$ cat src/rtl/tis_core.sv


module tis_core (
  input  logic                     clk,
  input  logic                     rst,
  input  logic [3:0]               pLength,
  input  logic [15:0]              prog [0:14],
  output logic [3:0]               pc,
  output logic signed [10:0]       acc,
  output logic signed [10:0]       bak
);
  localparam int DATA_W = 11;
  localparam int WIDE_W = 13;

  typedef enum logic [3:0] {
    OP_NOP = 4'h0, OP_MOV = 4'h1, OP_SWP = 4'h2, OP_SAV = 4'h3,
    OP_ADD = 4'h4, OP_SUB = 4'h5, OP_NEG = 4'h6, OP_JMP = 4'h7,
    OP_JEZ = 4'h8, OP_JNZ = 4'h9, OP_JGZ = 4'hA, OP_JLZ = 4'hB,
    OP_JRO = 4'hC
  } opcode_t;

  function automatic logic signed [DATA_W-1:0] sat_acc(input logic signed [WIDE_W-1:0] v);
    if (v > 13'sd999)
      return 11'sd999;
    else if (v < -13'sd999)
      return -11'sd999;
    else
      return v[DATA_W-1:0];
  endfunction

  logic [3:0]               len;
  logic [15:0]              instr;
  logic [3:0]               opcode;
  logic signed [DATA_W-1:0] imm;
  logic signed [DATA_W-1:0] src;
  logic signed [WIDE_W-1:0] src_w;
  logic signed [WIDE_W-1:0] acc_w;
  logic signed [WIDE_W-1:0] jro_sum;
  logic signed [WIDE_W-1:0] len_w;
  logic [4:0]               pc_inc;
  logic [3:0]               pc_seq;
  logic [3:0]               tgt;
  logic [3:0]               pc_tgt;
  logic [3:0]               pc_jro;
  logic [3:0]               pc_nxt;
  logic signed [DATA_W-1:0] acc_nxt;
  logic signed [DATA_W-1:0] bak_nxt;

  // Fetch, decode and execute all resolve combinationally within the cycle
  always_comb begin
    len     = (pLength == 4'd0) ? 4'd1 : pLength;
    instr   = (pc < 4'd15) ? prog[pc] : 16'h0000;
    opcode  = instr[15:12];
    imm     = $signed(instr[10:0]);
    src     = instr[11] ? acc : imm;
    src_w   = {{(WIDE_W-DATA_W){src[DATA_W-1]}}, src};
    acc_w   = {{(WIDE_W-DATA_W){acc[DATA_W-1]}}, acc};
    len_w   = $signed({{(WIDE_W-4){1'b0}}, len});

    pc_inc  = {1'b0, pc} + 5'd1;
    pc_seq  = (pc_inc >= {1'b0, len}) ? 4'd0 : pc_inc[3:0];
    tgt     = instr[3:0];
    pc_tgt  = (tgt >= len) ? 4'd0 : tgt;

    // Relative jump lands inside [0, L-1] rather than wrapping
    jro_sum = $signed({{(WIDE_W-4){1'b0}}, pc}) + src_w;
    if (jro_sum < 13'sd0)
      pc_jro = 4'd0;
    else if (jro_sum > len_w - 13'sd1)
      pc_jro = len - 4'd1;
    else
      pc_jro = jro_sum[3:0];

    pc_nxt  = pc_seq;
    acc_nxt = acc;
    bak_nxt = bak;
    case (opcode)
      OP_MOV: acc_nxt = sat_acc(src_w);
      OP_SWP: begin
        acc_nxt = bak;
        bak_nxt = acc;
      end
      OP_SAV: bak_nxt = acc;
      OP_ADD: acc_nxt = sat_acc(acc_w + src_w);
      OP_SUB: acc_nxt = sat_acc(acc_w - src_w);
      OP_NEG: acc_nxt = sat_acc(-acc_w);
      OP_JMP: pc_nxt = pc_tgt;
      OP_JEZ: if (acc == 11'sd0) pc_nxt = pc_tgt;
      OP_JNZ: if (acc != 11'sd0) pc_nxt = pc_tgt;
      OP_JGZ: if (acc > 11'sd0)  pc_nxt = pc_tgt;
      OP_JLZ: if (acc < 11'sd0)  pc_nxt = pc_tgt;
      OP_JRO: pc_nxt = pc_jro;
      default: ;
    endcase

    // A program shortened under a running pc restarts from the top
    if (pc >= len)
      pc_nxt = 4'd0;
  end

  // Architectural state boundary
  always_ff @(posedge clk) begin
    if (rst) begin
      pc  <= 4'd0;
      acc <= '0;
      bak <= '0;
    end else begin
      pc  <= pc_nxt;
      acc <= acc_nxt;
      bak <= bak_nxt;
    end
  end
endmodule

$ cat config.mk
export PLATFORM = sky130hd
export DESIGN_NAME = tis_core
export DESIGN_NICKNAME = d
export VERILOG_FILES = /design/src/rtl/tis_core.sv
export SDC_FILE = /design/constraint.sdc
export NUM_CORES = 1
export LEC_CHECK = 0
export BUFFER_PORTS_ARGS = -buffer_cell sky130_fd_sc_hd__buf_2
export CORE_ASPECT_RATIO = 1.1
export CORE_MARGIN = 10
export CORE_UTILIZATION = 51
export CTS_CLUSTER_DIAMETER = 40
export DETAILED_ROUTE_END_ITERATION = 8
export HOLD_SLACK_MARGIN = 0.03
export PLACE_DENSITY = 0.83
export SETUP_SLACK_MARGIN = 0.5
export SLEW_MARGIN = 20
export SYNTH_ARGS = -nofsm -noshare
export SYNTH_HDL_FRONTEND = slang
export SYNTH_SLANG_ARGS = --single-unit
$ cat constraint.sdc
create_clock -name clk -period 6 [get_ports clk]
set_input_delay 1.2 -clock clk [delete_from_list [all_inputs] [get_ports clk]]
set_output_delay 1.2 -clock clk [all_outputs]
set_load 0.005 [all_outputs]
==> results of run 1 <==
## worst max-delay path by stage
stage | slack [ps] | end
after floorplan | 630 | pc[1]
after global placement | 340 | acc[8]
after detailed placement | 210 | acc[8]
after CTS | 510 | pc[3]
after global routing | 490 | acc[1]
final | 650 | acc[1]
## flip-flops by register name, indices dropped and copies added, names as in the netlist
signal  cells
acc        11
bak        11
pc          4
## cells in the final DEF, fill, tap and decap left out, types with 11 or more instances in the layout
cell / n
sky130_fd_sc_hd__a21o_1: 11
sky130_fd_sc_hd__a21oi_1: 38
sky130_fd_sc_hd__buf_2: 271
sky130_fd_sc_hd__buf_4: 35
sky130_fd_sc_hd__dfxtp_1: 23
sky130_fd_sc_hd__ha_1: 60
sky130_fd_sc_hd__inv_1: 47
sky130_fd_sc_hd__mux2i_1: 36
sky130_fd_sc_hd__mux4_2: 44
sky130_fd_sc_hd__nand2_1: 67
sky130_fd_sc_hd__nand2b_1: 22
sky130_fd_sc_hd__nand3_1: 16
sky130_fd_sc_hd__nor2_1: 67
sky130_fd_sc_hd__nor3_1: 16
sky130_fd_sc_hd__o211ai_1: 14
sky130_fd_sc_hd__o21a_1: 12
sky130_fd_sc_hd__o21ai_0: 35
sky130_fd_sc_hd__o21ai_1: 15
sky130_fd_sc_hd__or3_1: 11
sky130_fd_sc_hd__xnor2_1: 17
## cells by family after synthesis
family          Yosys count  share of synthesized area
mux                      89                      0.212
xor+xnor                 25                     0.0318
buf+inv                 101                     0.0752
simple gates            280                      0.212
compound gates          258                      0.272
flops                    26                     0.0756
fa+ha+maj                65                      0.121
## per-stage QoR
step / util / area (µm²)
floorplan: - / 6890
global placement: 0.633 / 8370
detailed placement: 0.633 / 8370
CTS: 0.641 / 8470
global route: 0.650 / 8590
finish: 0.650 / 8590
## cells in the mapped netlist (10+ instances only)
library cell               count
sky130_fd_sc_hd__o21ai_1      15
sky130_fd_sc_hd__or3_1        11
sky130_fd_sc_hd__clkbuf_1     21
sky130_fd_sc_hd__o22ai_1      10
sky130_fd_sc_hd__nor2b_1      10
sky130_fd_sc_hd__nor2_1       68
sky130_fd_sc_hd__a21o_1       11
sky130_fd_sc_hd__a211oi_1     12
sky130_fd_sc_hd__nor3_1       16
sky130_fd_sc_hd__inv_1        47
sky130_fd_sc_hd__o211ai_1     14
sky130_fd_sc_hd__nand3_1      16
sky130_fd_sc_hd__dfxtp_1      26
sky130_fd_sc_hd__ha_1         61
sky130_fd_sc_hd__mux4_2       44
sky130_fd_sc_hd__buf_2        12
sky130_fd_sc_hd__nand2_1      67
sky130_fd_sc_hd__o21a_1       12
sky130_fd_sc_hd__xnor2_1      18
sky130_fd_sc_hd__mux2i_1      36
sky130_fd_sc_hd__o21ai_0      36
sky130_fd_sc_hd__nand2b_1     22
sky130_fd_sc_hd__a21oi_1      40
## metal layers
metal,GRT usage,vias up,routed length [µm]
li1,-,3769,-
met1,0.368,3911,10600
met2,0.540,553,15000
met3,0.0805,115,3470
met4,0.142,4,1610
met5,0,-,34
## power groups by stage
stage | Combinational (mW) | Sequential, mW | Clock (mW)
floorplan | 2.53 | 0.257 | 0
global placement | 3.39 | 0.347 | 0
detailed placement | 3.41 | 0.347 | 0
CTS | 3.44 | 0.343 | 0.184
global route | 3.91 | 0.357 | 0.189
finish | 3.63 | 0.348 | 0.183
## what timing repair did
action | 4_1_cts | 5_1_grt
setup endpoints to repair | 1 | 13
pin swaps | 0 | 2
setup buffers | 0 | 3
gates resized for setup | 1 | 18
cloned | 0 | 0
## worst max-delay path: stages
cell and delay (ps):
sky130_fd_sc_hd__buf_2 120, sky130_fd_sc_hd__mux4_2 480, sky130_fd_sc_hd__mux2i_4 220, sky130_fd_sc_hd__or2_4 190, sky130_fd_sc_hd__nand2_1 120, sky130_fd_sc_hd__and3_1 230, sky130_fd_sc_hd__a21oi_2 160, sky130_fd_sc_hd__inv_1 110
sky130_fd_sc_hd__ha_1 380, sky130_fd_sc_hd__nor2_1 90, sky130_fd_sc_hd__o311ai_1 490, sky130_fd_sc_hd__a21o_1 230, sky130_fd_sc_hd__xnor2_1 110, sky130_fd_sc_hd__or4_1 540, sky130_fd_sc_hd__o32ai_1 270, sky130_fd_sc_hd__buf_4 200
sky130_fd_sc_hd__nor2_1 50, sky130_fd_sc_hd__o221ai_1 180, sky130_fd_sc_hd__a32o_1 190
## area by class of cell
| class | count | area, µm² |
|---|---|---|
| Multi-Input combinational cell | 717 | 5940 |
| Fill cell | 1174 | 4620 |
| Timing Repair Buffer | 306 | 1620 |
| Sequential cell | 26 | 529 |
| Tap cell | 161 | 201 |
| Inverter | 50 | 188 |
| Clock buffer | 4 | 100 |
| Antenna cell | 4 | 10.0 |
==> impl_summary.md, run 1 <==
Status
The run finished, with violations left. The checks that failed: design-rule violations.

Die
For this configuration, the core starts out at a cell density of 0.521. The width of the die is 131 µm. The die covers 18600 µm². The row count is 44.

272 I/O pins were placed. The core region is 13200 µm². The die extent in y is 142 µm.

STA
The total of endpoints with negative setup slack in the final report is 0. The maximum clock rate is 187 MHz. The count of endpoints failing hold in the final timing report came to 0. The number of slew-limit violations in the final report is 0. Setup repair after global routing left no endpoint under its margin. The smallest setup slack after layout is 645 ps.

The worst-case clock skew is 2.65 ps. The actual slew at the worst max-slew pin is 999 ps. The post-route setup TNS is 0 ps. Headroom to the max-slew limit came out at 0.331.

On the final layout, the worst hold slack is 533 ps. The minimum clock period after layout is 5350 ps. The part of the cycle the worst path needs is 0.892.

Critical path
In this run the worst path has a maximum fanout of 7. The slack of the worst reg-to-reg path is 860 ps. In this run the critical register-to-register path is launched from pc[1]. The worst-case reg-to-reg path depth is 18. STA classifies the critical path endpoint as a register. The worst register-to-register path ends at acc[1]. The startpoint kind of the worst setup timing path is an input pin. The required time of the critical path is 6210 ps.

In this run the worst setup path begins at prog[219]. At the worst endpoint, the arrival time is 5560 ps. The worst setup path is of the input pin to register kind.

Pwr
The net switching power of the design is 2.31 mW. Of the total power, the share spent switching nets is 0.556. The sequential cell fraction of total power is 0.084. IR analysis of the VDD net gives a maximum drop of 0.177 mV. Of the total power, the clock network draws 0.044. After layout, the design draws a total of 4.16 mW. The share of power burned in combinational logic is 0.872. Summed over all cells, the static leakage comes to 3.92 nW. Power spread over the standard cell area amounts to 484 nW/µm². The cell internal power dissipation is 1.85 mW.

Clock tree
The CTS root buffer is sky130_fd_sc_hd__clkbuf_16. The later-pin clock latency in the skew report is 260 ps. The post-cts hold buffer count is 0. The CTS clock-pin slew for the worst setup and hold paths is 70 ps. The clock passes through at most 2 buffers. TritonCTS built the clock tree. Clock tree synthesis inserted a total of 3 buffers. CTS built an H-tree with a depth of 1. The clock net sink count is 26.

Logic synthesis
Synthesis produced a netlist whose cell count is 844. The library cell occupying the most area in the post-synthesis netlist is sky130_fd_sc_hd__mux4_2. After synthesis the netlist holds a flip-flop and latch count of 26. The number of warnings issued by yosys is 0. For this run, the leading register cell type out of synthesis is sky130_fd_sc_hd__dfxtp_1. Synthesis produced a netlist with a net count of 1154. The synthesized area per cell is 8.16 µm². Sorting the synthesized cells by area gives the leading types as sky130_fd_sc_hd__mux4_2 (14%), sky130_fd_sc_hd__ha_1 (11%), sky130_fd_sc_hd__dfxtp_1 (7.6%), sky130_fd_sc_hd__mux2i_1 (5.2%), sky130_fd_sc_hd__nor2_1 (3.7%). The share of flip-flops with an asynchronous set or reset after synthesis is 0. Summing every instance area after synthesis gives 6890 µm². The netlist uses 94 different library cells. The share of Yosys cell area claimed by the top area cell type is 0.144.

For this run, the register share of the synthesized area comes to 0.0756. The number of enable-type register cells in the synthesized netlist is 0.

Min path
The path with the worst hold slack has its endpoint at bak[1]. The min-delay analysis places its worst path in the category register to register. The start point of the worst hold path is bak[1].

The worst hold path passes through 2 cells.

Finish
Of the cells placed in the final design, the portion with a size suffix greater than 1 is 0.363. Once layout is complete, the cells apart from fillers number 1268. The synthesis-to-finish area growth is 24.7%.

At the end of the flow, the number of nets in the layout was 1414.

Global routing
The aggregate global-route resource usage is 0.319. The via count of the first global-routing pass is 8288. Entering global routing, the biggest net connects 37 pins. The global-route wire length before repair is 46500 µm. The initial antenna violation count was 5. For this run the aggregate overflow at the end of global routing stands at 0.

Placement
Routability-driven placement finished with a final weighted congestion of 1.05. The count of buffers inserted at the top-level ports is 271. Counting tap cells, the placed design contains a total of 1257 instances.

OpenSTA, run right after detailed placement, puts the worst setup slack at 215 ps. Once detailed placement completed, the half-perimeter wirelength came to 26000 µm.

Run
The tool flagged a number of max-cap violations equal to 0.

Detailed routing
The number of nets with antenna violations after routing is 0. The routed wire length per instance is 24.3 µm. The first detailed-routing pass ran for 8 iterations.

The total wire length is 30800 µm. The average vias per placed instance is 6.59. The count of routing violations after the opening detailed-route iteration is 942. The routed layout has 8352 vias. For this run, design rule violations remaining after detail routing come to 4.
Note: power is estimated with default switching activity, not from simulation.
==> run 2: changes to the inputs <==
CORE_UTILIZATION = 40   (was 51)
CTS_CLUSTER_DIAMETER = 200   (was 40)
PLACE_DENSITY = 0.68   (was 0.83)
==> impl_summary.md, run 2 (synthesis gave the netlist of run 1 again) <==
Die
The number of top-level pins is 272 (unchanged). The total core area is 17000 µm² (+28%). The width of the die is 145 µm (+11%).

The die extent in y is 158 µm (+11%). The overall die area is 22900 µm² (+23%). The row count is 50 (+14%).

The initial core utilization is 0.406 (-0.115).

Critical path
The maximum fanout count along the critical path was 7 (unchanged). The worst setup path is of the input pin to register kind. Traced cell by cell, the critical path runs through buf_2, mux4_2, mux2i_4, or2_4, nand2_1, nand3_1, o21ai_2, buf_4, ha_1, fa_1, nor2_1, o311ai_1, buf_4, a21o_1, xnor2_1, or4_1, o32ai_1, buf_4, a221oi_4, o2111ai_1, o211a_1. The startpoint identified for the worst register-to-register timing path is pc[0]. The cell repeated most along the worst path is sky130_fd_sc_hd__buf_4. The delay of the slowest cell on the worst path is 540 ps (about the same). The required time of the critical path came to 6230 ps (+20 ps). In this run the critical register-to-register path is captured at acc[7]. The combined buffer and inverter count along the critical path came to 4 (+1). The slack of the worst reg-to-reg path is 830 ps (-30 ps).

The worst-case reg-to-reg path depth came to 19 (+1). STA classifies the critical path endpoint as a register. On the critical path the largest part of the delay comes from simple AND/OR/NAND/NOR gates. The largest individual stage delay along the critical path comes from the cell sky130_fd_sc_hd__or4_1. The worst setup path is launched from an input pin. The data arrival time of the worst path is 5540 ps (-20 ps).

Placement
The count of buffers inserted at the top-level ports is 271 (unchanged). The count of placed standard cells including taps is 1337 (+6.4%). The detailed-placement wirelength estimate is 26900 µm (+3.3%). The final weighted congestion of routability-driven global placement is 1.01 (-3.2%).

Global routing
The largest net degree at the start of global routing is 39 (+5.4%). The via count of the first global-routing pass is 8153 (-1.6%). The aggregate global-route resource usage was 0.260 (-0.0586). The initial antenna violation count is 9 (+4).

The final global-route overflow total is 0 (unchanged). The global-route wire length before repair was 47300 µm (+1.8%).

Pwr
The peak supply drop is 0.244 mV (+38%). The leakage power summed over all cells is 3.96 nW (+0.91%). The total power divided by cell area was 489 nW/µm² (+1.0%).

STA
The maximum clock rate was 188 MHz (+0.78%). The part of the cycle the worst path needs came to 0.886 (-0.00690). The number of slew-limit violations in the final report is 0 (unchanged). The worst-case clock skew is 5.53 ps (+2.87 ps). The post-route setup TNS was 0 ps (unchanged).

Setup repair after global routing could not meet its margin everywhere. The worst slew slack as a fraction of its limit is 0.325 (-0.00590). The count of endpoints failing hold in the final timing report is 0 (unchanged). The actual slew at the worst max-slew pin is 1010 ps (+9.79 ps). The total of endpoints with negative setup slack in the final report is 0 (unchanged).

The minimum clock period after layout is 5310 ps (-41.4 ps).

Min path
The startpoint identified for the worst hold timing path is bak[0]. The worst hold path belongs to the class register to register. For hold timing, the worst endpoint is bak[0].

The number of stages on the worst hold path is 2 (unchanged).

Clock tree
The deepest level of the CTS H-tree is 1 (unchanged). The post-cts hold buffer count came to 0 (unchanged). The buffer depth of the longest clock path is 2 (unchanged). The total CTS buffers was 3 (unchanged). The CTS clock-pin slew for the worst setup and hold paths is 80 ps (about the same). The CTS tree is built. The later-pin clock latency in the skew report is 280 ps (+20 ps). The clock net sink count is 26 (unchanged). The CTS root buffer is sky130_fd_sc_hd__clkbuf_16.

Detailed routing
The routed wire length per instance is 23.6 µm (-2.7%). The number of nets with antenna violations after routing is 0 (unchanged). The iteration count of the initial detailed-routing pass is 6 (-2). The average vias per placed instance is 5.99 (-9.0%). The DRC violation count after routing is 0 (-4). The number of vias after detailed routing is 8100 (-3.0%). The total wire length is 31900 µm (+3.8%). The count of routing violations after the opening detailed-route iteration was 640 (-32%).

Run
The number of maximum-capacitance constraint violations is 0 (unchanged).

Finish
The filler cell count in the final layout is 1710 (+46%). The most common cell after layout, fill and taps aside is sky130_fd_sc_hd__buf_2. The largest registers in the layout are acc (11), bak (11), pc (4). The number of nets in the layout is 1420 (+0.42%). The top cell types in the final layout, fill and taps aside, are sky130_fd_sc_hd__buf_2 (271), sky130_fd_sc_hd__nor2_1 (68), sky130_fd_sc_hd__nand2_1 (66). The synthesis-to-finish area growth is 27.0%.

The share of layout cells above drive strength 1 is 0.369 (+0.00615). The post-layout instance count excluding filler cells is 1352 (+6.6%). The final core utilization was 0.516 (-0.134).

Status
The flow ran to the end, and the final reports show no timing, DRC or antenna violations.
run 2: cell count changes in the layout (fill, tap and decap cells not counted), sizes merged:
cell,change
diode,+5
buf,+6
run 2: layout make-up:
| cell class | count | area, µm² | area share |
|---|---|---|---|
| tap | 234 | 293 | 0.0335 |
| multi-input combinational | 717 | 5930 | 0.678 |
| timing repair buffer | 312 | 1680 | 0.193 |
| sequential | 26 | 529 | 0.0605 |
| inverter | 50 | 188 | 0.0215 |
| clock buffer | 4 | 100 | 0.0114 |
| antenna | 9 | 22.5 | 0.00257 |
run 2: through the flow:
step                      area (µm²)  hold WS, ps  power (mW)  setup slack, ps
after floorplan                 6890          496        2.79              634
after global placement          8510          529        3.87              283
after CTS                       8610          553        4.08              530
final                           8750          547        4.28              687
after global routing            8750          598        4.59              488
after detailed placement        8510          541        3.86              261
run 2: report_power, final:
group	total, mW	internal, mW	switching (mW)	leakage (nW)
sequential	0.330	0.211	0.119	0.214
clock	0.195	0.117	0.0778	0.0493
combinational	3.75	1.56	2.19	3.69
run 2: worst reg2reg max path, stage by stage, from the launching register on:
cell and delay (ps):
sky130_fd_sc_hd__dfxtp_4 620, sky130_fd_sc_hd__buf_4 330, sky130_fd_sc_hd__mux4_2 550, sky130_fd_sc_hd__nor2_1 120, sky130_fd_sc_hd__o32a_1 330, sky130_fd_sc_hd__o21ai_2 140
sky130_fd_sc_hd__buf_4 170, sky130_fd_sc_hd__ha_1 220, sky130_fd_sc_hd__fa_1 410, sky130_fd_sc_hd__nor2_1 170, sky130_fd_sc_hd__o311ai_1 110, sky130_fd_sc_hd__buf_4 170
sky130_fd_sc_hd__a21o_1 180, sky130_fd_sc_hd__xnor2_1 180, sky130_fd_sc_hd__or4_1 540, sky130_fd_sc_hd__o32ai_1 270, sky130_fd_sc_hd__buf_4 200, sky130_fd_sc_hd__a221oi_4 90
sky130_fd_sc_hd__o2111ai_1 170, sky130_fd_sc_hd__o211a_1 160
run 2: per-layer routing:
metal,GRT usage,vias to the layer above,share of wire
li1,-,3797,-
met5,0,-,0
met3,0.0642,84,0.095
met4,0.116,0,0.047
met2,0.454,441,0.49
met1,0.297,3778,0.37
run 2: what timing repair did:
item	4_1_cts	5_1_grt
buffers inserted	0	2
resized for setup	0	20
endpoints found under the setup margin	0	14
run 2: worst max path at each step:
stage | start | to | slack, ps | cells after the start
after floorplan | prog[123] | pc[1] | 630 | 22
after global placement | prog[123] | acc[7] | 280 | 18
after detailed placement | prog[123] | pc[1] | 260 | 23
after CTS | prog[123] | pc[1] | 530 | 23
after global routing | prog[123] | acc[7] | 490 | 20
final | prog[123] | acc[7] | 690 | 21
